<file path="src/rtl/alu_seq_ctrl_if.sv">
// alu_seq_ctrl_if: request/response bundle of the nibble sequencer (rsp_zero exists with ALU_SEQ_ZERO_FLAG_EN)
interface alu_seq_ctrl_if #(parameter int NIBBLES = 4);
   localparam int W = 4 * NIBBLES;
   logic req_valid, req_ready, req_cin, req_shin;
   logic [3:0] req_op;
   logic [W-1:0] req_a, req_b;
   logic rsp_valid, rsp_ready, rsp_cout;
   logic [W-1:0] rsp_result;
`ifdef ALU_SEQ_ZERO_FLAG_EN
   logic rsp_zero;
   modport master (output req_valid, req_op, req_a, req_b, req_cin, req_shin, rsp_ready,
                   input req_ready, rsp_valid, rsp_result, rsp_cout, rsp_zero);
   modport slave (input req_valid, req_op, req_a, req_b, req_cin, req_shin, rsp_ready,
                  output req_ready, rsp_valid, rsp_result, rsp_cout, rsp_zero);
`else
   modport master (output req_valid, req_op, req_a, req_b, req_cin, req_shin, rsp_ready,
                   input req_ready, rsp_valid, rsp_result, rsp_cout);
   modport slave (input req_valid, req_op, req_a, req_b, req_cin, req_shin, rsp_ready,
                  output req_ready, rsp_valid, rsp_result, rsp_cout);
`endif
endinterface

</file>
<file path="src/rtl/alu_seq_ctrl.sv">
// alu_seq_ctrl: runs 4*NIBBLES-bit ops on a 4-bit ALU slice, one nibble per clock (optional rsp_zero via ALU_SEQ_ZERO_FLAG_EN)
module alu_seq_ctrl #(parameter int NIBBLES = 4) (
   input  logic clk,
   input  logic rst_n,
   alu_seq_ctrl_if.slave bus,
   output logic [3:0] alu_a,
   output logic [3:0] alu_b,
   output logic [3:0] alu_s,
   output logic alu_cin,
   output logic alu_al,
   output logic alu_ar,
   input  logic [3:0] alu_o,
   input  logic alu_cout
);
   localparam int W = 4 * NIBBLES;
   localparam int KW = NIBBLES > 1 ? $clog2(NIBBLES) : 1;
   typedef enum logic [1:0] {IDLE, RUN, DONE} state_t;
   state_t state;
   logic [3:0] op;
   logic [W-1:0] a, b, result;
   logic c, shin, ready, valid, cout, run, last;
   logic [KW-1:0] k;
   logic [W:0] ar_v, al_v;
   assign run = state == RUN;
   assign last = k == KW'(NIBBLES - 1);
   // Fill bits: the shift-in bit sits below A for left shifts and above A for right shifts
   assign ar_v = {a, shin};
   assign al_v = {shin, a};
   assign alu_a = run ? a[4*k +: 4] : 4'h0;
   assign alu_b = run ? b[4*k +: 4] : 4'h0;
   assign alu_s = run ? op : 4'h0;
   assign alu_cin = run & c;
   assign alu_ar = run & ar_v[4*k];
   assign alu_al = run & al_v[4*k+4];
   assign bus.req_ready = ready;
   assign bus.rsp_valid = valid;
   assign bus.rsp_result = result;
   assign bus.rsp_cout = cout;
`ifdef ALU_SEQ_ZERO_FLAG_EN
   logic zero;
   assign bus.rsp_zero = zero & valid;
`endif
   always_ff @(posedge clk or negedge rst_n) begin
      if (!rst_n) begin
         state <= IDLE;
         ready <= 1'b1;
         valid <= 1'b0;
         cout <= 1'b0;
         result <= '0;
         op <= '0;
         a <= '0;
         b <= '0;
         c <= 1'b0;
         shin <= 1'b0;
         k <= '0;
`ifdef ALU_SEQ_ZERO_FLAG_EN
         zero <= 1'b0;
`endif
      end else begin
         case (state)
            IDLE: if (bus.req_valid && ready) begin
               state <= RUN;
               ready <= 1'b0;
               op <= bus.req_op;
               a <= bus.req_a;
               b <= bus.req_b;
               c <= bus.req_cin;
               shin <= bus.req_shin;
               k <= '0;
               result <= '0;
`ifdef ALU_SEQ_ZERO_FLAG_EN
               zero <= 1'b1;
`endif
            end
            RUN: begin
               result[4*k +: 4] <= alu_o;
               c <= alu_cout;
               k <= last ? '0 : k + 1'b1;
`ifdef ALU_SEQ_ZERO_FLAG_EN
               zero <= zero & ~|alu_o;
`endif
               if (last) begin
                  state <= DONE;
                  valid <= 1'b1;
                  cout <= op[3] ? (op[2] ? a[W-1] : a[0]) : (~op[2] & alu_cout);
               end
            end
            DONE: if (bus.rsp_ready) begin
               state <= IDLE;
               valid <= 1'b0;
               ready <= 1'b1;
            end
            default: state <= IDLE;
         endcase
      end
   end
endmodule

</file>
<file path="src/flat_wrapper.sv">
// flat-port wrapper written by rule: the top's interface ports become plain ports
module alu_seq_ctrl_flat 
#(parameter int NIBBLES = 4)
  (clk, rst_n, alu_a, alu_b, alu_s, alu_cin, alu_al, alu_ar, alu_o, alu_cout, bus_req_valid, bus_req_op, bus_req_a, bus_req_b, bus_req_cin, bus_req_shin, bus_rsp_ready, bus_req_ready, bus_rsp_valid, bus_rsp_result, bus_rsp_cout);
  alu_seq_ctrl_if #(.NIBBLES(NIBBLES)) bus_i ();
  input  logic clk;
  input  logic rst_n;
  output logic [3:0] alu_a;
  output logic [3:0] alu_b;
  output logic [3:0] alu_s;
  output logic alu_cin;
  output logic alu_al;
  output logic alu_ar;
  input  logic [3:0] alu_o;
  input  logic alu_cout;
  input wire logic [$bits(bus_i.req_valid)-1:0] bus_req_valid;
  input wire logic [$bits(bus_i.req_op)-1:0] bus_req_op;
  input wire logic [$bits(bus_i.req_a)-1:0] bus_req_a;
  input wire logic [$bits(bus_i.req_b)-1:0] bus_req_b;
  input wire logic [$bits(bus_i.req_cin)-1:0] bus_req_cin;
  input wire logic [$bits(bus_i.req_shin)-1:0] bus_req_shin;
  input wire logic [$bits(bus_i.rsp_ready)-1:0] bus_rsp_ready;
  output wire logic [$bits(bus_i.req_ready)-1:0] bus_req_ready;
  output wire logic [$bits(bus_i.rsp_valid)-1:0] bus_rsp_valid;
  output wire logic [$bits(bus_i.rsp_result)-1:0] bus_rsp_result;
  output wire logic [$bits(bus_i.rsp_cout)-1:0] bus_rsp_cout;
  assign bus_i.req_valid = bus_req_valid;
  assign bus_i.req_op = bus_req_op;
  assign bus_i.req_a = bus_req_a;
  assign bus_i.req_b = bus_req_b;
  assign bus_i.req_cin = bus_req_cin;
  assign bus_i.req_shin = bus_req_shin;
  assign bus_i.rsp_ready = bus_rsp_ready;
  assign bus_req_ready = bus_i.req_ready;
  assign bus_rsp_valid = bus_i.rsp_valid;
  assign bus_rsp_result = bus_i.rsp_result;
  assign bus_rsp_cout = bus_i.rsp_cout;
  alu_seq_ctrl #(.NIBBLES(NIBBLES)) u_core (.clk(clk), .rst_n(rst_n), .bus(bus_i), .alu_a(alu_a), .alu_b(alu_b), .alu_s(alu_s), .alu_cin(alu_cin), .alu_al(alu_al), .alu_ar(alu_ar), .alu_o(alu_o), .alu_cout(alu_cout));
endmodule
</file>
<file path="config.mk">
export PLATFORM = sky130hd
export DESIGN_NAME = alu_seq_ctrl_flat
export DESIGN_NICKNAME = d
export VERILOG_FILES = /design/src/rtl/alu_seq_ctrl_if.sv /design/src/rtl/alu_seq_ctrl.sv /design/src/flat_wrapper.sv
export SDC_FILE = /design/constraint.sdc
export NUM_CORES = 1
export LEC_CHECK = 0
export CORE_ASPECT_RATIO = 1.5
export CORE_UTILIZATION = 43
export CTS_CLUSTER_SIZE = 10
export DETAILED_ROUTE_END_ITERATION = 10
export HOLD_SLACK_MARGIN = 0.05
export MAX_ROUTING_LAYER = met4
export PLACE_DENSITY = 0.75
export REMOVE_ABC_BUFFERS = 1
export SLEW_MARGIN = 0
export SYNTH_ARGS = -nofsm -noshare
export SYNTH_HDL_FRONTEND = slang
export SYNTH_SLANG_ARGS = --single-unit
</file>
<file path="constraint.sdc">
create_clock -name clk -period 2 [get_ports clk]
set_clock_uncertainty 0.15 [all_clocks]
set_input_delay 0.2 -clock clk [delete_from_list [all_inputs] [get_ports clk]]
set_output_delay 0.2 -clock clk [all_outputs]
set_load 0.03 [all_outputs]
</file>
## Yosys cells after proc, flatten, opt, wreduce, memory -nomap -nowiden

Index checks and enable logic that the tools add are counted.

| operators by class | value |
|---|---|
| add/sub/neg operators | 3 |
| magnitude comparators | 2 |
| equality and inequality tests | 6 |
| shifts and indexed selects | 4 |
| muxes and demuxes | 27 |
| bitwise gates (word level) | 5 |
| reductions and logical operators | 11 |

Operators by type and width:

| kind | count |
|---|---|
| negation 4 -> 34 bit | 1 |
| variable shift 4 x 34 -> 16 bit, first input constant | 1 |
| variable part select 4 x 34 -> 16 bit | 1 |
| less-than comparator 32 x 6 -> 1 bit, second input constant | 1 |
| one-hot mux 16 bit (2 select lines) | 1 |
| variable part select 16 x 5 -> 4 bit | 2 |
| bitwise mux 16 bit | 1 |
| two-way mux 16 bit | 1 |
| two-way mux 4 bit | 3 |
| two-way mux 2 bit | 5 |
| two-way mux 1 bit | 9 |
| AND reduction 3 bit | 3 |
| less-than comparator 4 x 6 -> 1 bit, second input constant | 1 |
| one-hot mux 1 bit (2 select lines) | 3 |
| one-hot mux 2 bit (3 select lines) | 1 |
| AND reduction 2 bit | 3 |
| nonzero test 2 bit | 3 |
| adder 4 x 3 -> 5 bit, second input constant | 1 |
| binary-select mux 1 bit (select 5 bit) | 1 |
| AND 1 bit | 4 |
| equality test 2 bit, second input constant | 2 |
| != test 2 bit, second input constant | 2 |
| one-hot mux 2 bit (2 select lines) | 1 |
| adder 2 x 1 -> 2 bit, second input constant | 1 |
| 6 further kinds | 6 |

| storage, ports and cells | value |
|---|---|
| bits in registers | 61 |
| bits of input ports | 47 |
| output and inout bits | 34 |
| logic and storage cells | 69 |

## Logic depth before layout (Yosys ltp)

| logic depth | value |
|---|---|
| depth after elaboration | 4 |
| mapped depth | 7 |
| gate-level depth less buffers | 5 |

## Worst setup path before layout

No wires, ideal clock.

| timing | value |
|---|---|
| path type | flip-flop to output port |
| start | reg u_core.k[0] |
| end | out alu_al |
| arrival time | 1.879 ns |
| slack | -0.229 ns |
| cell stages (with the launch flop) | 8 |
| path through | dfrtp_1 > buf_6 > buf_8 > inv_1 > ha_1 > mux4_2 > nand2b_1 > a21oi_1 |

| on the way | value |
|---|---|
| longest elaborated chain between the ends | 4 |

Ends and longest elaborated chain:

| element | RTL line | source |
|---|---|---|
| start, declared | alu_seq_ctrl.sv:22 | `logic [KW-1:0] k;` |
| start signal, assigned | alu_seq_ctrl.sv:78 | `k <= last ? '0 : k + 1'b1;` |
| adder 4 x 3 -> 5 bit | alu_seq_ctrl.sv:34 | `assign alu_al = run & al_v[4*k+4];` |
| binary-select mux 1 bit (select 5 bit) | alu_seq_ctrl.sv:34 |  |
| two-way mux 1 bit (not written as such) | alu_seq_ctrl.sv:34 |  |
| AND 1 bit | alu_seq_ctrl.sv:34 |  |
| end, declared | flat_wrapper.sv:12 | `output logic alu_al;` |

Every way passes these cells. The select of a mux whose other input is x is not followed.

## Final worst setup path

Ends and elaborated chain as after synthesis.

==> summary by stage <==
Outcome
The run finished, with violations left. The checks that failed: setup timing.

Power
For this design the static power due to leakage is 1.98 nW. The worst-case IR drop observed on VDD is 0.307 mV. Dividing total power by cell area gives a power density of 572 nW/µm².

Timing
Setup repair after global routing could not meet its margin everywhere. The count of endpoints failing hold in the final timing report came to 0. After layout, the worst path uses 105% of the clock period. The transition time of the tightest slew-check pin is 0.445 ns. For the finished layout, the period the worst path requires is 2.10 ns. Based on the critical path, the design can be clocked at up to 477 MHz. Setup violations remaining at the end of the flow were counted as 9. The post-layout worst setup margin is -0.0967 ns. The worst relative slew slack is 70.2%.

The number of max-slew violations in the final report was 0.

Worst setup path
In this run the critical register-to-register path is launched from u_core.bus.req_ready. The worst setup path is captured at an output pin. The type of the setup path with the least slack is flip-flop to output pin. The worst setup path is launched from a flip-flop. The required time reported for the critical path endpoint is 1.65 ns.

Walking the worst path, the cells encountered are inv_2 > ha_4 > mux4_2 > nand2b_1 > a21oi_2 > buf_6. The worst-case register-to-register setup slack is 0.26 ns. The arrival time reported for the critical path endpoint is 1.75 ns.

The depth of the worst register-to-register path is 4. The biggest cell delay along the critical path is 0.43 ns. The reg-to-reg critical path endpoint is u_core.c. The critical-path cell with the highest stage delay is dfrtp_2. The maximum net fanout on the critical path is 5.

CTS
In this run the deepest clock path goes through 2 buffers. The H-tree depth is 3. For this design, the sink count on the clock tree is 61. The source-to-sink clock delay at the later pin of the worst-skew pair is 0.34 ns. TritonCTS built the clock tree. Buffers inserted during clock tree synthesis total 9. Clock-pin slew was measured on the worst setup and hold paths at 0.06 ns. Clock tree synthesis selected as its root buffer the cell clkbuf_8.

GRT
For this run, the total global-route usage over all layers was measured as 22.8%. The number of antenna violations at the first check in global routing is 0. The first global-routing pass estimated 11100 µm of wire. The number of global-route vias before repair is 2353. The global-route congestion overflow total is 0. Entering global routing, the biggest net connects 41 pins.

Synthesis
The largest total area in the synthesized netlist belongs to dfrtp_1. By count the netlist is led by 118 x nand2_1, 60 x dfrtp_1, 14 x and2_1. After synthesis, flip-flops and latches occupy 53.3% of the total area. Counting every instance in the synthesized netlist gives 284. Yosys mapped the design onto 33 distinct sky130hd cell types. The Yosys step of the flow raised 0 warnings. The cell area after technology mapping is 2860 µm². The synthesized design contains 61 register bits. The share of synthesized flip-flops with an asynchronous set or reset is 100%. The average cell area after synthesis is 10.1 µm². The library cell with the highest instance count after synthesis is nand2_1. The share of the synthesized area in the top cell type is 52.4%. By area the synthesized netlist is led by dfrtp_1 52%, nand2_1 15%, mux4_2 7.1%. Among all flip-flop cells after synthesis, the most frequent one is dfrtp_1. In this run, synthesis inferred 0 flip-flops with an integrated enable.

Die
81 I/O pins were placed. The floorplan step set the die width to 68.6 µm. The floorplan die area is 7000 µm². The initial utilization of the core area, before any placement, comes to 44.2%.

The placeable core region is 6490 µm². The number of core rows is 36. The floorplan step set the die height to 102 µm.

Placement
The placement-stage cell area is 3740 µm². The post-DP HPWL is 4760 µm. At the end of routability-driven placement, the weighted congestion stood at 0.839.

The worst setup slack before clock tree synthesis is 0.130 ns. The number of port buffers is 80.

Final layout
The number of nets at the end of the flow is 431. After routing the design area is 4050 µm². Compared with the post-synthesis result, the final layout area differs by 41.3%. The multi-input logic area is 1260 µm². The number of diodes added for antenna fixing is 0. The register cell area after layout is 1530 µm². After filler insertion, the fill cell instance count of the layout stands at 562. The fraction of final layout cells with drive strength greater than 1 is 19.7%.

Job
Max-cap violations in this run came to 0.

Route
The final routed wire length divided by cell count is 14.6 µm. Before antenna repair, the detailed router went through 6 iterations. After detailed routing, the number of vias per cell comes to 5.26.

The detail route stage leaves a number of antenna-violating nets equal to 0. The number of DRC violations after detailed-routing iteration 0 is 139. The total wire length after detailed routing is 6670 µm. Summing over every cut layer, the via total after detailed routing is 2405. After detailed routing, the number of remaining DRC violations is 0.

Min path
The tightest min-delay check is of the primary input to asynchronous set/reset pin type.
[critical path, delay by kind of cell, from the launching register on]
| family | cells | cell delay, ns |
|---|---|---|
| buffers and inverters | 2 | 0.23 |
| AOI/OAI and AO/OA | 1 | 0.07 |
| adders and majority gates | 1 | 0.29 |
| muxes | 1 | 0.28 |
| DFF | 1 | 0.43 |
| and+or+nand+nor | 1 | 0.11 |
[area by class of cell]
class | instances | share of cell area, %
repair buffers | 99 | 23.9
flip-flops and latches | 61 | 37.8
clock inverters | 2 | 0.247
inverters | 7 | 0.649
well taps | 76 | 2.35
multi-input cells | 200 | 31.3
clock buffers | 12 | 3.83
[worst max-delay path by stage]
stage | cells past startpoint | slack [ns] | startpoint | to
2_1_floorplan | 3 | -2.66 | u_core.bus.req_ready | u_core.bus.rsp_result[0]
3_3_place_gp | 5 | 0.19 | bus_req_valid | u_core.c
3_5_place_dp | 6 | 0.13 | u_core.k[0] | alu_al
4_1_cts | 5 | -0.08 | u_core.k[0] | alu_al
5_1_grt | 6 | -0.16 | u_core.k[0] | alu_al
6_report | 6 | -0.1 | u_core.k[0] | alu_al
[metrics by stage]
stage / util (%) / hold WS [ns] / setup TNS, ns / power [W] / cells
2_1_floorplan: - / -0.246 / -128.12 / 0.00126 / 268
3_3_place_gp: 57.7 / 0.0179 / 0 / 0.00139 / 436
3_5_place_dp: 57.7 / 0.0158 / 0 / 0.00139 / 436
4_1_cts: 62.3 / 0.192 / -0.547 / 0.00233 / 457
5_1_grt: 62.4 / 0.228 / -1.06 / 0.00241 / 457
6_report: 62.4 / 0.181 / -0.544 / 0.00231 / 457
[registers in the layout, summed over array words and instances, names as in the netlist]
signal and count:
u_core.a 16, u_core.b 16, u_core.bus.rsp_result 16, u_core.op 4, u_core.k 2, u_core.state 2
u_core.bus.req_ready 1, u_core.bus.rsp_cout 1, u_core.bus.rsp_valid 1, u_core.c 1, u_core.shin 1
[report_power, final]
| part | total (W) | leakage, nW | switching [W] | internal [W] |
|---|---|---|---|---|
| Clock | 0.000945 | 0.0881 | 0.000446 | 0.000499 |
| Combinational | 0.000135 | 1.07 | 0.0000467 | 0.0000878 |
| Sequential | 0.00123 | 0.826 | 0 | 0.00123 |
| Total | 0.00231 | 1.98 | 0.000493 | 0.00182 |
[cell usage in the layout (no fill, tap or decap), types with 2 or more instances in the layout]
cell type | Yosys | final
a31oi_1 | 5 | 5
a32o_1 | 4 | 4
inv_1 | 7 | 5
nand2_1 | 118 | 118
dfrtp_1 | 60 | 58
buf_2 | 5 | 3
o21ai_0 | 5 | 5
buf_6 | 3 | 14
dfrtp_2 | 0 | 2
nand3_1 | 4 | 4
buf_4 | 0 | 16
ha_1 | 6 | 5
nand4b_1 | 2 | 2
clkinv_2 | 0 | 2
and2_4 | 0 | 9
a22o_1 | 4 | 4
and2_1 | 14 | 5
a21oi_1 | 4 | 3
mux4_2 | 9 | 10
clkdlybuf4s50_1 | 0 | 63
nand2b_1 | 2 | 2
clkbuf_8 | 0 | 11
o2bb2ai_1 | 8 | 8
inv_2 | 0 | 2
o31ai_1 | 3 | 3
nor2_1 | 2 | 2
[metal layers]
metal	vias to the layer above	share of wire, %	track usage [%]
met3	21	6.6	6.03
li1	1134	-	-
met5	-	0	-
met4	0	3.5	12.7
met1	1177	39	26.2
met2	73	51	35.6
[kinds of logic after synthesis]
| logic type | share of synthesized area, % |
|---|---|
| flip-flops | 53.3 |
| AND/OR/NAND/NOR | 22.2 |
| AO/OA/AOI/OAI | 9.04 |
| adder cells (fa/ha/maj) | 2.62 |
| multiplexers | 8.34 |
| buffers and inverters | 4.41 |
[repair_timing]
| action | CTS | global route |
|---|---|---|
| cloned | 2 | 0 |
| pin swaps | 11 | 0 |
| endpoints found under the hold margin | 37 | 0 |
| resized for setup | 28 | 3 |
| buffers inserted | 4 | 0 |
| endpoints found under the setup margin | 10 | 16 |
| hold buffers | 1 | 0 |
No activity file was read; power rests on OpenSTA's default activity.
